===== src/rtl/defines.sv =====
// Shared EXE-stage aluop encodings for the memory access ops.
`ifndef MEM_ACCESS_UNIT_DEFINES_SV
`define MEM_ACCESS_UNIT_DEFINES_SV

`define EXE_LD_B_OP  8'h90
`define EXE_LD_H_OP  8'h91
`define EXE_LD_W_OP  8'h92
`define EXE_LD_BU_OP 8'h93
`define EXE_LD_HU_OP 8'h94
`define EXE_ST_B_OP  8'h98
`define EXE_ST_H_OP  8'h99
`define EXE_ST_W_OP  8'h9A

`endif


===== src/rtl/mem_access_unit_pkg.sv =====
// Shared types and helpers for the load/store unit: FSM states, access size,
// byte-strobe generation and alignment checking.
`include "defines.sv"

package mem_access_unit_pkg;

  typedef enum logic [1:0] {
    ST_IDLE  = 2'd0,
    ST_REQ   = 2'd1,
    ST_WAIT  = 2'd2,
    ST_DRAIN = 2'd3
  } mau_state_e;

  typedef enum logic [1:0] {
    SZ_B = 2'd0,
    SZ_H = 2'd1,
    SZ_W = 2'd2
  } mem_size_e;

  // Byte strobe for a store of the given size at the given byte offset.
  function automatic logic [3:0] wstrb_gen(input mem_size_e size, input logic [1:0] off);
    logic [3:0] strb;
    case (size)
      SZ_B:    strb = 4'b0001 << off;
      SZ_H:    strb = 4'b0011 << off;
      default: strb = 4'b1111;
    endcase
    return strb;
  endfunction

  // Halfwords need bit 0 clear, words need both low bits clear.
  function automatic logic is_misaligned(input mem_size_e size, input logic [1:0] off);
    logic bad;
    case (size)
      SZ_H:    bad = off[0];
      SZ_W:    bad = |off;
      default: bad = 1'b0;
    endcase
    return bad;
  endfunction

endpackage


===== src/rtl/mem_access_unit_lsu_load_align.sv =====
// Load data alignment: picks the addressed byte/halfword lane out of the
// returned word and sign- or zero-extends it. Purely combinational.
module lsu_load_align
  import mem_access_unit_pkg::*;
#(
  parameter int DATA_WIDTH = 32
) (
  input  logic [DATA_WIDTH-1:0] i_rdata,
  input  logic [1:0]            i_off,
  input  mem_size_e             i_size,
  input  logic                  i_signed,
  output logic [DATA_WIDTH-1:0] o_data
);

  logic [DATA_WIDTH-1:0] w_shifted;

  // Shift the addressed lane down to bit 0, then extend to full width.
  always_comb begin
    w_shifted = i_rdata >> {i_off, 3'b000};
    case (i_size)
      SZ_B:    o_data = {{(DATA_WIDTH-8){i_signed & w_shifted[7]}}, w_shifted[7:0]};
      SZ_H:    o_data = {{(DATA_WIDTH-16){i_signed & w_shifted[15]}}, w_shifted[15:0]};
      default: o_data = i_rdata;
    endcase
  end

endmodule


===== src/rtl/mem_access_unit.sv =====
// Load/store unit: accepts one decoded memory op at a time, issues a single
// word-aligned data memory request and writes load results back.
//
// Handshakes: a transfer happens on a cycle where valid && ready are both high.
// The issue side is ready only in IDLE. On the memory side dmem_req_valid_o,
// once raised, stays high with addr/we/wstrb/wdata unchanged until the cycle
// dmem_req_ready_i is seen (or a flush drops it). Loads get exactly one
// dmem_rvalid_i response; stores get none.
`include "defines.sv"

module mem_access_unit
  import mem_access_unit_pkg::*;
#(
  parameter int ADDR_WIDTH   = 32,
  parameter int DATA_WIDTH   = 32,
  parameter int ALU_OP_WIDTH = 8
) (
  input  logic                    clk,
  input  logic                    rst_n,
  input  logic                    issue_valid_i,
  output logic                    issue_ready_o,
  input  logic [ALU_OP_WIDTH-1:0] aluop_i,
  input  logic [DATA_WIDTH-1:0]   base_i,
  input  logic [DATA_WIDTH-1:0]   imm_i,
  input  logic [DATA_WIDTH-1:0]   st_data_i,
  input  logic [4:0]              rd_addr_i,
  input  logic                    flush_i,
  output logic                    dmem_req_valid_o,
  input  logic                    dmem_req_ready_i,
  output logic                    dmem_we_o,
  output logic [ADDR_WIDTH-1:0]   dmem_addr_o,
  output logic [3:0]              dmem_wstrb_o,
  output logic [DATA_WIDTH-1:0]   dmem_wdata_o,
  input  logic                    dmem_rvalid_i,
  input  logic [DATA_WIDTH-1:0]   dmem_rdata_i,
  output logic                    wb_valid_o,
  output logic [4:0]              wb_addr_o,
  output logic [DATA_WIDTH-1:0]   wb_data_o,
  output logic                    st_done_o,
  output logic                    ale_o,
  output logic [ADDR_WIDTH-1:0]   badv_o,
  output mau_state_e              dbg_state_o
);

  mau_state_e            r_state, w_next_state;

  // Decoded view of the incoming aluop
  logic                  w_is_mem, w_is_load, w_is_signed;
  mem_size_e             w_size;

  // Captured op
  logic                  r_is_load, r_is_signed;
  mem_size_e             r_size;
  logic [ADDR_WIDTH-1:0] r_vaddr;
  logic [DATA_WIDTH-1:0] r_st_data;
  logic [4:0]            r_rd;

  // Result / event registers
  logic                  r_wb_valid, r_st_done, r_ale;
  logic [4:0]            r_wb_addr;
  logic [DATA_WIDTH-1:0] r_wb_data;
  logic [ADDR_WIDTH-1:0] r_badv;

  logic [ADDR_WIDTH-1:0] w_vaddr;
  logic                  w_misaligned, w_accept, w_go, w_ale, w_req_hs, w_wb_capture;
  logic [DATA_WIDTH-1:0] w_load_data, w_wdata;

  // Decode the aluop into memory access attributes; anything else is a NOP.
  always_comb begin
    w_is_mem    = 1'b1;
    w_is_load   = 1'b1;
    w_is_signed = 1'b0;
    w_size      = SZ_W;
    case (aluop_i)
      ALU_OP_WIDTH'(`EXE_LD_B_OP):  begin w_size = SZ_B; w_is_signed = 1'b1; end
      ALU_OP_WIDTH'(`EXE_LD_H_OP):  begin w_size = SZ_H; w_is_signed = 1'b1; end
      ALU_OP_WIDTH'(`EXE_LD_W_OP):  w_size = SZ_W;
      ALU_OP_WIDTH'(`EXE_LD_BU_OP): w_size = SZ_B;
      ALU_OP_WIDTH'(`EXE_LD_HU_OP): w_size = SZ_H;
      ALU_OP_WIDTH'(`EXE_ST_B_OP):  begin w_size = SZ_B; w_is_load = 1'b0; end
      ALU_OP_WIDTH'(`EXE_ST_H_OP):  begin w_size = SZ_H; w_is_load = 1'b0; end
      ALU_OP_WIDTH'(`EXE_ST_W_OP):  begin w_size = SZ_W; w_is_load = 1'b0; end
      default: begin
        w_is_mem  = 1'b0;
        w_is_load = 1'b0;
      end
    endcase
  end

  assign w_vaddr      = ADDR_WIDTH'(base_i + imm_i);
  assign w_misaligned = is_misaligned(w_size, w_vaddr[1:0]);
  // A flush in IDLE blocks acceptance for that cycle.
  assign w_accept     = issue_valid_i && (r_state == ST_IDLE) && !flush_i;
  assign w_go         = w_accept && w_is_mem && !w_misaligned;
  assign w_ale        = w_accept && w_is_mem && w_misaligned;
  assign w_req_hs     = (r_state == ST_REQ) && dmem_req_ready_i;
  assign w_wb_capture = (r_state == ST_WAIT) && dmem_rvalid_i && !flush_i;

  lsu_load_align #(
    .DATA_WIDTH (DATA_WIDTH)
  ) u_load_align (
    .i_rdata  (dmem_rdata_i),
    .i_off    (r_vaddr[1:0]),
    .i_size   (r_size),
    .i_signed (r_is_signed),
    .o_data   (w_load_data)
  );

  // Next-state logic for the request/response sequencing.
  always_comb begin
    w_next_state = r_state;
    case (r_state)
      ST_IDLE: begin
        if (w_go) w_next_state = ST_REQ;
      end
      ST_REQ: begin
        if (dmem_req_ready_i) begin
          // A flush on the load handshake cycle still owes us one response.
          if (!r_is_load)   w_next_state = ST_IDLE;
          else if (flush_i) w_next_state = ST_DRAIN;
          else              w_next_state = ST_WAIT;
        end else if (flush_i) begin
          w_next_state = ST_IDLE;
        end
      end
      ST_WAIT: begin
        // Response arriving with the flush is the one to discard: no drain needed.
        if (dmem_rvalid_i) w_next_state = ST_IDLE;
        else if (flush_i)  w_next_state = ST_DRAIN;
      end
      ST_DRAIN: begin
        if (dmem_rvalid_i) w_next_state = ST_IDLE;
      end
      default: w_next_state = ST_IDLE;
    endcase
  end

  // State register.
  always_ff @(posedge clk or negedge rst_n) begin
    if (!rst_n) r_state <= ST_IDLE;
    else        r_state <= w_next_state;
  end

  // Capture the op attributes when a memory access is launched.
  always_ff @(posedge clk or negedge rst_n) begin
    if (!rst_n) begin
      r_is_load   <= 1'b0;
      r_is_signed <= 1'b0;
      r_size      <= SZ_W;
      r_vaddr     <= '0;
      r_st_data   <= '0;
      r_rd        <= '0;
    end else if (w_go) begin
      r_is_load   <= w_is_load;
      r_is_signed <= w_is_signed;
      r_size      <= w_size;
      r_vaddr     <= w_vaddr;
      r_st_data   <= st_data_i;
      r_rd        <= rd_addr_i;
    end
  end

  // One-cycle event pulses and writeback data.
  always_ff @(posedge clk or negedge rst_n) begin
    if (!rst_n) begin
      r_wb_valid <= 1'b0;
      r_wb_addr  <= '0;
      r_wb_data  <= '0;
      r_st_done  <= 1'b0;
      r_ale      <= 1'b0;
      r_badv     <= '0;
    end else begin
      r_wb_valid <= w_wb_capture;
      r_st_done  <= w_req_hs && !r_is_load;
      r_ale      <= w_ale;
      r_badv     <= w_ale ? w_vaddr : '0;
      if (w_wb_capture) begin
        r_wb_addr <= r_rd;
        r_wb_data <= w_load_data;
      end
    end
  end

  // Store data replicated across all lanes so the strobe alone selects bytes.
  always_comb begin
    case (r_size)
      SZ_B:    w_wdata = {(DATA_WIDTH/8){r_st_data[7:0]}};
      SZ_H:    w_wdata = {(DATA_WIDTH/16){r_st_data[15:0]}};
      default: w_wdata = r_st_data;
    endcase
  end

  // Request fields are held from registers, and zero outside REQ.
  always_comb begin
    dmem_req_valid_o = (r_state == ST_REQ);
    dmem_we_o        = 1'b0;
    dmem_addr_o      = '0;
    dmem_wstrb_o     = 4'b0000;
    dmem_wdata_o     = '0;
    if (r_state == ST_REQ) begin
      dmem_we_o    = !r_is_load;
      dmem_addr_o  = {r_vaddr[ADDR_WIDTH-1:2], 2'b00};
      dmem_wstrb_o = r_is_load ? 4'b0000 : wstrb_gen(r_size, r_vaddr[1:0]);
      dmem_wdata_o = r_is_load ? '0 : w_wdata;
    end
  end

  assign issue_ready_o = (r_state == ST_IDLE);
  assign wb_valid_o    = r_wb_valid;
  assign wb_addr_o     = r_wb_addr;
  assign wb_data_o     = r_wb_data;
  assign st_done_o     = r_st_done;
  assign ale_o         = r_ale;
  assign badv_o        = r_badv;
  assign dbg_state_o   = r_state;

endmodule


===== config.mk =====
export PLATFORM = sky130hd
export DESIGN_NAME = mem_access_unit
export DESIGN_NICKNAME = d
export VERILOG_FILES = /design/src/rtl/mem_access_unit_pkg.sv /design/src/rtl/mem_access_unit_lsu_load_align.sv /design/src/rtl/mem_access_unit.sv
export VERILOG_INCLUDE_DIRS = /design/src /design/src/rtl
export SDC_FILE = /design/constraint.sdc
export NUM_CORES = 1
export LEC_CHECK = 0
export ABC_AREA = 1
export BUFFER_PORTS_ARGS = -buffer_cell sky130_fd_sc_hd__buf_2
export CAP_MARGIN = 0
export CORE_UTILIZATION = 49
export CTS_CLUSTER_DIAMETER = 50
export DETAILED_ROUTE_END_ITERATION = 8
export PLACE_DENSITY_LB_ADDON = 0.2
export SLEW_MARGIN = 20
export SYNTH_ARGS = -nofsm -noshare
export SYNTH_HDL_FRONTEND = slang
export SYNTH_SLANG_ARGS = --single-unit

===== constraint.sdc =====
create_clock -name clk -period 2.1 [get_ports clk]
set_input_delay 0.315 -clock clk [delete_from_list [all_inputs] [get_ports clk]]
set_output_delay 0.315 -clock clk [all_outputs]
set_load 0.02 [all_outputs]

==> results.py <==
metrics = {
    "power_and_ir_drop": {
        "max-vdd-ir-drop_mv": 0.361,
        "powerDensity_mw_per_mm2": 798,
        "p_leak_nw": 6.98,
    },
    "worst_hold_path": {
        "hold_path_class": "in2reg",
    },
    "floorplan": {
        "start_util": 0.503,
        "std_cell_rows": 49,
        "core_mm2": 0.0181,
        "die_area_mm2": 0.0191,
        "chipWidth_um": 138,
        "die_h_um": 138,
        "io_pins": 292,
    },
    "critical_path": {
        "start_kind": "register",
        "worstSetupPathType": "reg2out",
        "slowest_stage": "dfstp_2",
        "cp_max_fo": 9,
        "cp.buffers_inverters": 4,
        "worst_setup_path_end_kind": "output pin",
        "critPathArrivalTime_ns": 1.78,
        "cpPeakStageDelay_ns": 0.58,
        "cp_cell_sequence": "buf_8 > clkinvlp_4 > buf_6 > o22ai_1 > nor2_1 > buf_2",
        "critical-path-top-delay-family": "flip-flops",
        "required_ns": 1.78,
    },
    "routing": {
        "drc": 50,
        "vias": 9607,
        "ant_nets": 0,
        "wl_per_cell_um": 14.6,
        "totalWireLength_mm": 27.6,
        "drt_pass1_iterations": 8,
        "vias_per_cell": 5.07,
        "drt_iter0_drc": 743,
    },
    "clocking": {
        "cts_tree": "built",
        "ctsHtreeMaxLevel": 4,
        "cts.clk_slew.worst_paths_ns": 0.07,
        "cts_buffer_depth": 2,
        "clk-insertion-delay-late_ns": 0.43,
        "clockRootBuffer": "clkbuf_16",
        "numCtsBuffers": 17,
        "cts_sinks": 147,
    },
    "synthesis": {
        "synth_xor_area_frac": 0.0145,
        "synth-simple-area-share": 0.313,
        "synth_compound_area_frac": 0.108,
        "syn_avg_cell_area_um2": 6.78,
        "synth_ff_type": "dfrtp_1",
        "synth_seq_area_share": 0.405,
        "synthDistinctLibCells": 39,
        "synth-seq-cells": 147,
        "synthArstFlopShare": 1.00,
        "synth_top_family_by_area": "simple AND/OR/NAND/NOR gates",
        "synth-adder-area-share": 0.0449,
        "yosysWarnings": 0,
        "synthMuxAreaShare": 0,
        "synth_edf_count": 0,
        "syn_inst": 1341,
        "netlist_area_mm2": 0.00909,
    },
    "sta": {
        "slew_violations": 0,
        "fmax_ghz": 0.476,
        "post-route-period-util": 1.00,
        "rsz0062_at_grt": "yes",
        "timing.final.ws_setup_ns": 0.0000405,
        "tightest_slew_ns": 0.513,
        "hold_viol": 0,
        "finalSetupViolations": 0,
        "fin_setup_tns_ns": 0,
        "finalClockSkew_ns": 0.0114,
        "period_needed_ns": 2.10,
        "relSlewSlack": 0.658,
    },
    "grt": {
        "overflow": 0,
        "grt_pass1_wl_mm": 44.2,
        "grt_use_total": 0.293,
        "antenna_found_initial": 0,
        "grt_pass1_vias": 8845,
        "grt_max_degree": 58,
    },
    "placement": {
        "post-dp-hpwl_mm": 21.4,
        "detailedPlace.worstSlack_ns": -0.0899,
        "port_buffers": 289,
        "dp_cells": 1850,
        "gp_congestion": 0.933,
    },
    "finish": {
        "nets": 1833,
        "fillers": 1649,
        "areaGrowthSynthToFinish_pct": 30.0,
        "finalNonFillerCells": 1896,
        "drive_gt1_frac": 0.246,
        "insertedDiodeCount": 0,
        "fin_util": 0.653,
    },
    "outcome": {
        "violations": "DRC",
        "status": "finished, violations left",
    },
    "flow_run": {
        "maxCapViolCount": 0,
    },
}
==> through the flow <==
stage / area (µm²) / total power, W / hold slack, ns
after floorplan: 9090 / 0.00516 / 0.0194
after global placement: 11000 / 0.00622 / 0.284
after detailed placement: 11000 / 0.00626 / 0.291
after CTS: 11700 / 0.00926 / 0.0742
after global routing: 11800 / 0.00991 / 0.0814
final: 11800 / 0.00943 / 0.0822
==> synth_stat cells (2+ instances only) <==
cell type,number,area share
and2_1,5,0.0034
xnor2_1,13,0.013
a22o_1,7,0.0067
nand2_1,451,0.19
o22a_1,2,0.0019
o22ai_1,35,0.024
nor2_1,168,0.069
clkbuf_1,20,0.0083
nand3_1,58,0.032
a31oi_1,5,0.0034
xor2_1,2,0.0019
buf_2,17,0.0094
dfrtp_1,146,0.40
o211ai_1,4,0.0033
nand4_1,8,0.0055
nor3_1,9,0.0050
clkinv_1,2,0.00083
inv_2,5,0.0021
inv_1,211,0.087
o21ai_0,56,0.031
a21oi_1,41,0.023
nor2_2,4,0.0028
o21ai_1,12,0.0066
ha_1,31,0.043
and3_1,3,0.0021
nand3_2,2,0.0022
a22oi_1,6,0.0050
buf_4,7,0.0058
==> state kept, by name, summed over array words and instances (netlist names) <==
name,cells
dbg_state_o,2
ale_o,1
wb_addr_o,5
r_rd,5
badv_o,32
st_done_o,1
r_is_load,1
wb_data_o,32
r_size,2
r_st_data,32
wb_valid_o,1
r_vaddr,32
r_is_signed,1
==> path summary, 6_finish.rpt <==
check	cells past startpoint	from	to	slack [ns]
max	6	r_size[1]	dmem_wdata_o[26]	0.00004
min	3	st_data_i[11]	r_st_data[11]	0.08
max reg2reg	7	r_size[1]	wb_data_o[30]	0.32
min reg2reg	2	wb_addr_o[0]	wb_addr_o[0]	0.48
max in group asynchronous	3	rst_n	r_vaddr[0]	0.99
min in group asynchronous	2	rst_n	wb_data_o[30]	0.38
==> kinds of logic (layout without fill, tap and decap cells) <==
kind of cell / Yosys count / count (layout)
AO/OA/AOI/OAI: 171 / 171
XOR/XNOR: 15 / 15
adder cells (fa/ha/maj): 32 / 32
flip-flops: 147 / 147
buffers and inverters: 263 / 588
AND/OR/NAND/NOR: 712 / 712
other: 1 / 2
==> worst reg2reg max path: cells and delay by family, from the launching register on <==
kind	cells	cell delay (ns)
DFF	1	0.58
and+or+nand+nor	3	0.48
buffers and inverters	3	0.40
AOI/OAI and AO/OA	1	0.22
==> power by group <==
part	switching (W)	total (W)	leakage, nW	internal, W
clock network	0.00126	0.00289	0.270	0.00162
logic	0.00208	0.00326	4.78	0.00118
registers	0.000173	0.00327	1.93	0.00310
total	0.00352	0.00943	6.98	0.00591
==> timing repair <==
item / CTS / global route
hold endpoints to repair: 47 / 0
hold buffers: 1 / 0
pin swaps: 3 / 2
resized for setup: 18 / 41
setup buffers: 7 / 4
cloned: 1 / 1
endpoints found under the setup margin: 36 / 35
==> final cells by class <==
| type | instances | area [µm²] | share of cell area |
|---|---|---|---|
| multi-input combinational | 932 | 4470 | 0.378 |
| sequential | 147 | 3680 | 0.312 |
| timing repair buffer | 336 | 1970 | 0.167 |
| inverter | 218 | 830 | 0.0702 |
| clock buffer | 20 | 467 | 0.0395 |
| tap | 229 | 287 | 0.0242 |
| clock inverter | 12 | 97.6 | 0.00826 |
| timing repair inverter | 2 | 15.0 | 0.00127 |
==> cells in the final DEF, fill, tap and decap left out, types with 4 or more instances in the layout <==
cell type	Yosys	final
a21oi_1	41	38
a22o_1	7	7
a22oi_1	6	6
a31oi_1	5	4
and2_1	5	5
buf_12	0	7
buf_2	17	269
buf_4	7	52
buf_6	1	6
clkbuf_16	0	17
clkinv_4	0	4
clkinvlp_4	0	7
dfrtp_1	146	144
ha_1	31	31
inv_1	211	207
inv_2	5	6
inv_6	0	4
nand2_1	451	449
nand3_1	58	58
nand4_1	8	8
nor2_1	168	161
nor2_2	4	8
nor2_4	1	4
nor3_1	9	7
o211ai_1	4	4
o21ai_0	56	55
o21ai_1	12	13
o22ai_1	35	33
xnor2_1	13	13
==> layer usage <==
layer / wire length [µm] / vias up / part of all wire / global-route usage
met1: 11700 / 4417 / 0.42 / 0.376
met3: 1480 / 41 / 0.054 / 0.0419
met4: 521 / 0 / 0.019 / 0.101
met5: 0 / - / 0 / 0
met2: 13900 / 365 / 0.50 / 0.508
li1: - / 4784 / - / -
Power figures use the tool's default switching activity.
